## src/rtl/wbs_mem_ctrl.sv

```systemverilog
// wbs_mem_ctrl: Wishbone-slave front end of the ANN accelerator.
// Decodes single-beat classic Wishbone cycles into the control and status
// registers, the node/leaf/query SRAM write ports and the best-match SRAM
// read port. It packs two 32-bit writes into one leaf/query entry and issues
// the one-cycle fsm_start pulse.
//
// Ports:
//   clk, rst_n          clock, async active-low reset
//   wbs_*_i / wbs_*_o   Wishbone slave (wbs_sel_i ignored, full-word only)
//   node_*              node SRAM write port  (wdata = {median, index})
//   leaf_*              leaf SRAM write port  (64-bit entries)
//   query_*             query SRAM write port (55-bit entries)
//   best_*              best-match SRAM read port (data 1 cycle after ren)
//   mode, debug         control register bits
//   fsm_start           start pulse to the search FSM
//   fsm_busy, fsm_done  search FSM status
//
// state   | meaning
// IDLE    | wait for a fresh request, capture adr/dat/we
// EXEC    | perform the access (SRAM strobe / register update / start pulse)
// RD_WAIT | best SRAM read in flight, capture best_rdata
// ACK     | ack high for one cycle with read data
`timescale 1ns/1ps
module wbs_mem_ctrl #(
  parameter int          DATA_WIDTH     = 11,
  parameter int          NUM_LEAVES     = 64,
  parameter int          NUM_QUERYS     = 494,
  parameter logic [31:0] ADDR_MASK      = 32'hFFFF_0000,
  parameter logic [31:0] MODE_ADDR      = 32'h3000_0000,
  parameter logic [31:0] DEBUG_ADDR     = 32'h3000_0004,
  parameter logic [31:0] DONE_ADDR      = 32'h3000_0008,
  parameter logic [31:0] FSM_START_ADDR = 32'h3000_000C,
  parameter logic [31:0] FSM_BUSY_ADDR  = 32'h3000_0010,
  parameter logic [31:0] QUERY_BASE     = 32'h3001_0000,
  parameter logic [31:0] LEAF_BASE      = 32'h3002_0000,
  parameter logic [31:0] BEST_BASE      = 32'h3003_0000,
  parameter logic [31:0] NODE_BASE      = 32'h3004_0000
) (
  input  logic                  clk,
  input  logic                  rst_n,
  input  logic                  wbs_stb_i,
  input  logic                  wbs_cyc_i,
  input  logic                  wbs_we_i,
  input  logic [3:0]            wbs_sel_i,
  input  logic [31:0]           wbs_adr_i,
  input  logic [31:0]           wbs_dat_i,
  output logic                  wbs_ack_o,
  output logic [31:0]           wbs_dat_o,
  output logic                  node_wen,
  output logic [5:0]            node_waddr,
  output logic [21:0]           node_wdata,
  output logic                  leaf_wen,
  output logic [8:0]            leaf_waddr,
  output logic [63:0]           leaf_wdata,
  output logic                  query_wen,
  output logic [8:0]            query_waddr,
  output logic [54:0]           query_wdata,
  output logic                  best_ren,
  output logic [8:0]            best_raddr,
  input  logic [DATA_WIDTH-1:0] best_rdata,
  output logic                  mode,
  output logic                  debug,
  output logic                  fsm_start,
  input  logic                  fsm_busy,
  input  logic                  fsm_done
);

  localparam int LEAF_ENTRIES = NUM_LEAVES * 8;

  typedef enum logic [1:0] {S_IDLE, S_EXEC, S_RD_WAIT, S_ACK} state_t;

  state_t      state_q, state_d;
  logic [31:0] adr_q, adr_d;
  logic [31:0] dat_q, dat_d;
  logic        we_q, we_d;
  logic [31:0] rdata_q, rdata_d;
  logic [31:0] lower_q, lower_d;
  logic        mode_q, mode_d;
  logic        debug_q, debug_d;
  // Set once a request has been acked; blocks re-service until stb drops.
  logic        served_q, served_d;

  logic        in_query, in_leaf, in_best, in_node;
  logic [12:0] ent_idx;
  logic [13:0] best_idx;
  logic        leaf_ok, query_ok, best_ok, node_ok;
  logic [63:0] entry_word;
  logic        unused_sel;

  assign unused_sel = &{1'b0, wbs_sel_i};

  assign in_query = (adr_q & ADDR_MASK) == QUERY_BASE;
  assign in_leaf  = (adr_q & ADDR_MASK) == LEAF_BASE;
  assign in_best  = (adr_q & ADDR_MASK) == BEST_BASE;
  assign in_node  = (adr_q & ADDR_MASK) == NODE_BASE;

  // Leaf/query entries are 8 bytes wide, best entries are one word.
  assign ent_idx  = adr_q[15:3];
  assign best_idx = adr_q[15:2];
  assign leaf_ok  = ent_idx < 13'(LEAF_ENTRIES);
  assign query_ok = ent_idx < 13'(NUM_QUERYS);
  assign best_ok  = best_idx < 14'(NUM_QUERYS);
  assign node_ok  = adr_q[15:0] < 16'(NUM_LEAVES);

  assign entry_word  = {dat_q, lower_q};
  assign node_waddr  = adr_q[5:0];
  assign node_wdata  = dat_q[21:0];
  assign leaf_waddr  = ent_idx[8:0];
  assign leaf_wdata  = entry_word;
  assign query_waddr = ent_idx[8:0];
  assign query_wdata = entry_word[54:0];
  assign best_raddr  = best_idx[8:0];
  assign mode        = mode_q;
  assign debug       = debug_q;
  assign wbs_ack_o   = (state_q == S_ACK);
  assign wbs_dat_o   = (state_q == S_ACK) ? rdata_q : 32'h0;

  always_comb begin
    state_d   = state_q;
    adr_d     = adr_q;
    dat_d     = dat_q;
    we_d      = we_q;
    rdata_d   = rdata_q;
    lower_d   = lower_q;
    mode_d    = mode_q;
    debug_d   = debug_q;
    served_d  = served_q;
    node_wen  = 1'b0;
    leaf_wen  = 1'b0;
    query_wen = 1'b0;
    best_ren  = 1'b0;
    fsm_start = 1'b0;

    if (!(wbs_cyc_i && wbs_stb_i)) served_d = 1'b0;

    case (state_q)
      S_IDLE: begin
        rdata_d = 32'h0;
        if (wbs_cyc_i && wbs_stb_i && !served_q) begin
          adr_d   = wbs_adr_i;
          dat_d   = wbs_dat_i;
          we_d    = wbs_we_i;
          state_d = S_EXEC;
        end
      end
      S_EXEC: begin
        state_d = S_ACK;
        rdata_d = 32'h0;
        if (we_q) begin
          if (adr_q == MODE_ADDR) begin
            mode_d = dat_q[0];
          end else if (adr_q == DEBUG_ADDR) begin
            debug_d = dat_q[0];
          end else if (adr_q == FSM_START_ADDR) begin
            fsm_start = dat_q[0] & ~fsm_busy;
          end else if (in_node) begin
            node_wen = node_ok & ~fsm_busy;
          end else if (in_leaf || in_query) begin
            // Any upper-half write consumes the buffer, even when dropped.
            if (adr_q[2]) begin
              lower_d   = 32'h0;
              leaf_wen  = in_leaf  & leaf_ok  & ~fsm_busy;
              query_wen = in_query & query_ok & ~fsm_busy;
            end else if (!fsm_busy && ((in_leaf && leaf_ok) || (in_query && query_ok))) begin
              lower_d = dat_q;
            end
          end
        end else begin
          if (adr_q == MODE_ADDR) begin
            rdata_d = {31'h0, mode_q};
          end else if (adr_q == DEBUG_ADDR) begin
            rdata_d = {31'h0, debug_q};
          end else if (adr_q == DONE_ADDR) begin
            rdata_d = {31'h0, fsm_done};
          end else if (adr_q == FSM_BUSY_ADDR) begin
            rdata_d = {31'h0, fsm_busy};
          end else if (in_best && best_ok) begin
            best_ren = 1'b1;
            state_d  = S_RD_WAIT;
          end
        end
      end
      S_RD_WAIT: begin
        rdata_d = {{(32-DATA_WIDTH){1'b0}}, best_rdata};
        state_d = S_ACK;
      end
      S_ACK: begin
        served_d = wbs_cyc_i & wbs_stb_i;
        state_d  = S_IDLE;
      end
      default: state_d = S_IDLE;
    endcase
  end

  always_ff @(posedge clk or negedge rst_n) begin
    if (!rst_n) begin
      state_q  <= S_IDLE;
      adr_q    <= 32'h0;
      dat_q    <= 32'h0;
      we_q     <= 1'b0;
      rdata_q  <= 32'h0;
      lower_q  <= 32'h0;
      mode_q   <= 1'b0;
      debug_q  <= 1'b0;
      served_q <= 1'b0;
    end else begin
      state_q  <= state_d;
      adr_q    <= adr_d;
      dat_q    <= dat_d;
      we_q     <= we_d;
      rdata_q  <= rdata_d;
      lower_q  <= lower_d;
      mode_q   <= mode_d;
      debug_q  <= debug_d;
      served_q <= served_d;
    end
  end

endmodule

```

## config.mk

```make
export PLATFORM = sky130hd
export DESIGN_NAME = wbs_mem_ctrl
export DESIGN_NICKNAME = d
export VERILOG_FILES = /design/src/rtl/wbs_mem_ctrl.sv
export SDC_FILE = /design/constraint.sdc
export NUM_CORES = 1
export LEC_CHECK = 0
export BUFFER_PORTS_ARGS = -buffer_cell sky130_fd_sc_hd__buf_2
export CAP_MARGIN = 40
export CELL_PAD_IN_SITES_DETAIL_PLACEMENT = 0
export CELL_PAD_IN_SITES_GLOBAL_PLACEMENT = 1
export CORE_MARGIN = 2
export CORE_UTILIZATION = 32
export DETAILED_ROUTE_END_ITERATION = 10
export PLACE_DENSITY_LB_ADDON = 0.1
export SLEW_MARGIN = 20
export SYNTH_ARGS = -nofsm -noshare
export SYNTH_HDL_FRONTEND = slang
export SYNTH_SLANG_ARGS = --single-unit
```

## constraint.sdc

```tcl
create_clock -name clk -period 2.7 [get_ports clk]
set_input_delay 0.54 -clock clk [delete_from_list [all_inputs] [get_ports clk]]
set_output_delay 0.54 -clock clk [all_outputs]
set_load 0.005 [all_outputs]
```

==> flow_summary_export.csv <==
group,metric,value,unit
outcome,status,"complete, no violations",
sta,rsz0062_at_grt,"true",
floorplanning,die_h,142.1,um
sta,fin_tns_setup,0,ns
synthesis,postSynth.asyncResetShare,1.000,
worst_setup_path,worstSetupStartpointType,"register",
synthesis,synth_top_cell_by_area,"dfrtp_1",
synthesis,post_synth_mux_area_share,0.1236,
sta,hold_viol,0,
floorplanning,start_util,0.3262,
cts,cts_sinks,113,
flow_run,max-cap-violations,0,
routing,viasPerCell,4.574,
pwr,p_leak,0.003447,uW
routing,ant_nets,0,
synthesis,synth_most_common_cell,"buf_4",
worst_setup_path,cp_max_fo,6,
placement,numPortBuffers,274,
routing,wl_per_cell,15.19,um
cts,clk_pin_slew,0.05,ns
synthesis,synth_cell_types,39,
synthesis,synth_top_family_by_area,"buffers and inverters",
cts,cts_buffers,17,
sta,clock.fmax,383.3,MHz
synthesis,ys_ff_latch,113,
sta,worstMarginPinSlew,0.6213,ns
global_route,grt_pass1_vias,4354,
placement,gp_congestion,0.7405,
sta,period_share,0.9664,
placement,dp_hpwl,10830,um
cts,cts_root_buffer,"clkbuf_16",
routing,via_count,4565,
synthesis,synth_edf_count,0,
worst_setup_path,crit_required,2.16,ns
global_route,grt_pass1_wl,23340,um
synthesis,syn_inst,585,
synthesis,yosys_warnings,0,
synthesis,ys.flop_type,"dfrtp_1",
cells_and_area,drive_gt1_frac,0.5236,
synthesis,synthSimpleGateAreaFrac,0.1255,
floorplanning,ioPinCount,300,
synthesis,syn_area,0.006102,mm^2
cts,cts_tree,"yes",
pwr,peakVddDrop,0.5553,mV
global_route,grt_usage,0.1478,
sta,min_period,2.609,ns
floorplanning,core_area,0.01871,mm^2
synthesis,ys_seq_area_frac,0.4634,
global_route,grt_max_degree,69,
worst_setup_path,arrival,2.07,ns
hold_path,hold_class,"input port to register",
pwr,power.density,1023,mW/mm^2
sta,slew-limit-headroom,0.5858,
cts,cts_buffer_depth,2,
floorplanning,dieArea,0.02019,mm^2
cells_and_area,final_nets,843,
global_route,grt_antenna_before_repair,0,
routing,remaining_drc_errors,0,
sta,skew,0.01027,ns
routing,drtPass1Iterations,4,
cells_and_area,diodes,0,
cts,clock_latency,0.41,ns
cts,htreeDepth,4,
cells_and_area,syn2layout_area_growth,23.85,%
worst_setup_path,critPathKind,"register to output pin",
routing,totalWireLength,15160,um
worst_setup_path,endpoint_kind,"output pin",
global_route,overflow,0,
floorplanning,num_rows,50,
synthesis,synth.avg_cell_area,10.43,um^2
synthesis,yosys.area_share.adder,0.01230,
synthesis,synth_top_area_frac,0.4634,
sta,maxSlewViolCount,0,
routing,drt-initial-drc-count,150,
cells_and_area,finish.utilization,0.4040,
synthesis,synth.top_cells.by_count,"buf_4, dfrtp_1, mux2_2",
sta,setup_viol,0,
synthesis,synth-compound-area-share,0.08960,
synthesis,synth.area.top_cells,"dfrtp_1, buf_4, mux2_2",
floorplanning,die-width,142.1,um
synthesis,synth_xor_area_frac,0.001435,
## critical path, cell delays in order (launching register included)
cell	delay [ns]
dfrtp_2	0.43
or4_4	0.55
nor4_4	0.20
nand4_1	0.15
nor4_2	0.16
buf_2	0.17
## final cells by class
cell class	count	area, um^2
multi-input cells	328	2286
repair buffers	286	1504
clock buffers	23	498.0
inverters	5	18.77
fillers	1824	11150
flip-flops and latches	113	2830
well taps	234	292.8
clock inverters	9	127.6
## path summary, 6_finish.rpt
check	from	end	slack [ns]	depth (start not counted)
max	adr_q[8]$_DFFE_PN0P_	node_wen	0.09	5
min	wbs_dat_i[25]	dat_q[25]$_DFFE_PN0P_	0.36	2
max reg2reg	adr_q[8]$_DFFE_PN0P_	mode$_DFFE_PN0P_	0.47	6
min reg2reg	rdata_q[3]$_DFFE_PN0P_	rdata_q[3]$_DFFE_PN0P_	0.47	2
max in group asynchronous	rst_n	dat_q[21]$_DFFE_PN0P_	1.47	3
min in group asynchronous	rst_n	dat_q[5]$_DFFE_PN0P_	0.52	2
## kinds of logic after synthesis
| family | Yosys count |
|---|---|
| xor gates and xnor gates | 1 |
| AOI/OAI and AO/OA | 88 |
| and+or+nand+nor | 145 |
| other | 1 |
| buffers and inverters | 164 |
| DFF | 113 |
| muxes | 67 |
| adders and majority gates | 6 |
## registers in the layout, indices dropped and copies added (netlist names)
register and flops:
state_q 2, lower_q 32, adr_q 32, debug 1, rdata_q 11, served_q 1
we_q 1, mode 1, dat_q 32
## cell usage in the layout (no fill, tap or decap), drive strengths merged, types with 9 or more instances in the layout
master and n:
buf 285, a22oi 32, dfrtp 113, clkbuf 23
o21ai 47, nor2b 37, conb 21, mux2 67
and2 11, nand2 62, nor3 10, nor2 9
## power breakdown
group / switching (uW) / internal (uW) / total [uW]
Clock: 776 / 1570 / 2340
Combinational: 1150 / 1310 / 2460
Sequential: 658 / 2260 / 2920
## metrics by stage
step	worst slack [ns]	instances	power (uW)	instance area [um^2]	hold WS [ns]
finish	0.09079	998	7729	7557	0.3581
global route	-0.04061	998	8274	7557	0.3427
CTS	0.002663	998	7833	7531	0.3382
detailed placement	0.4014	964	5412	6870	0.4051
global placement	0.4351	963	5348	6850	0.4020
floorplan	0.6626	605	4878	6177	0.2444
## timing repair
action / CTS / global route
hold endpoints to repair: 9 / 0
setup endpoints to repair: 3 / 4
setup buffers: 1 / 0
resized for setup: 3 / 8
hold buffers: 1 / 0
pin swaps: 1 / 2
## metal layers
layer,GRT usage,up-vias,wire length [um]
met1,0.1932,2203,6898
met3,0.04105,12,1010
met5,0,-,0
met2,0.2347,184,7026
li1,-,2166,-
met4,0.05368,0,223
No activity file was read; power rests on OpenSTA's default activity.
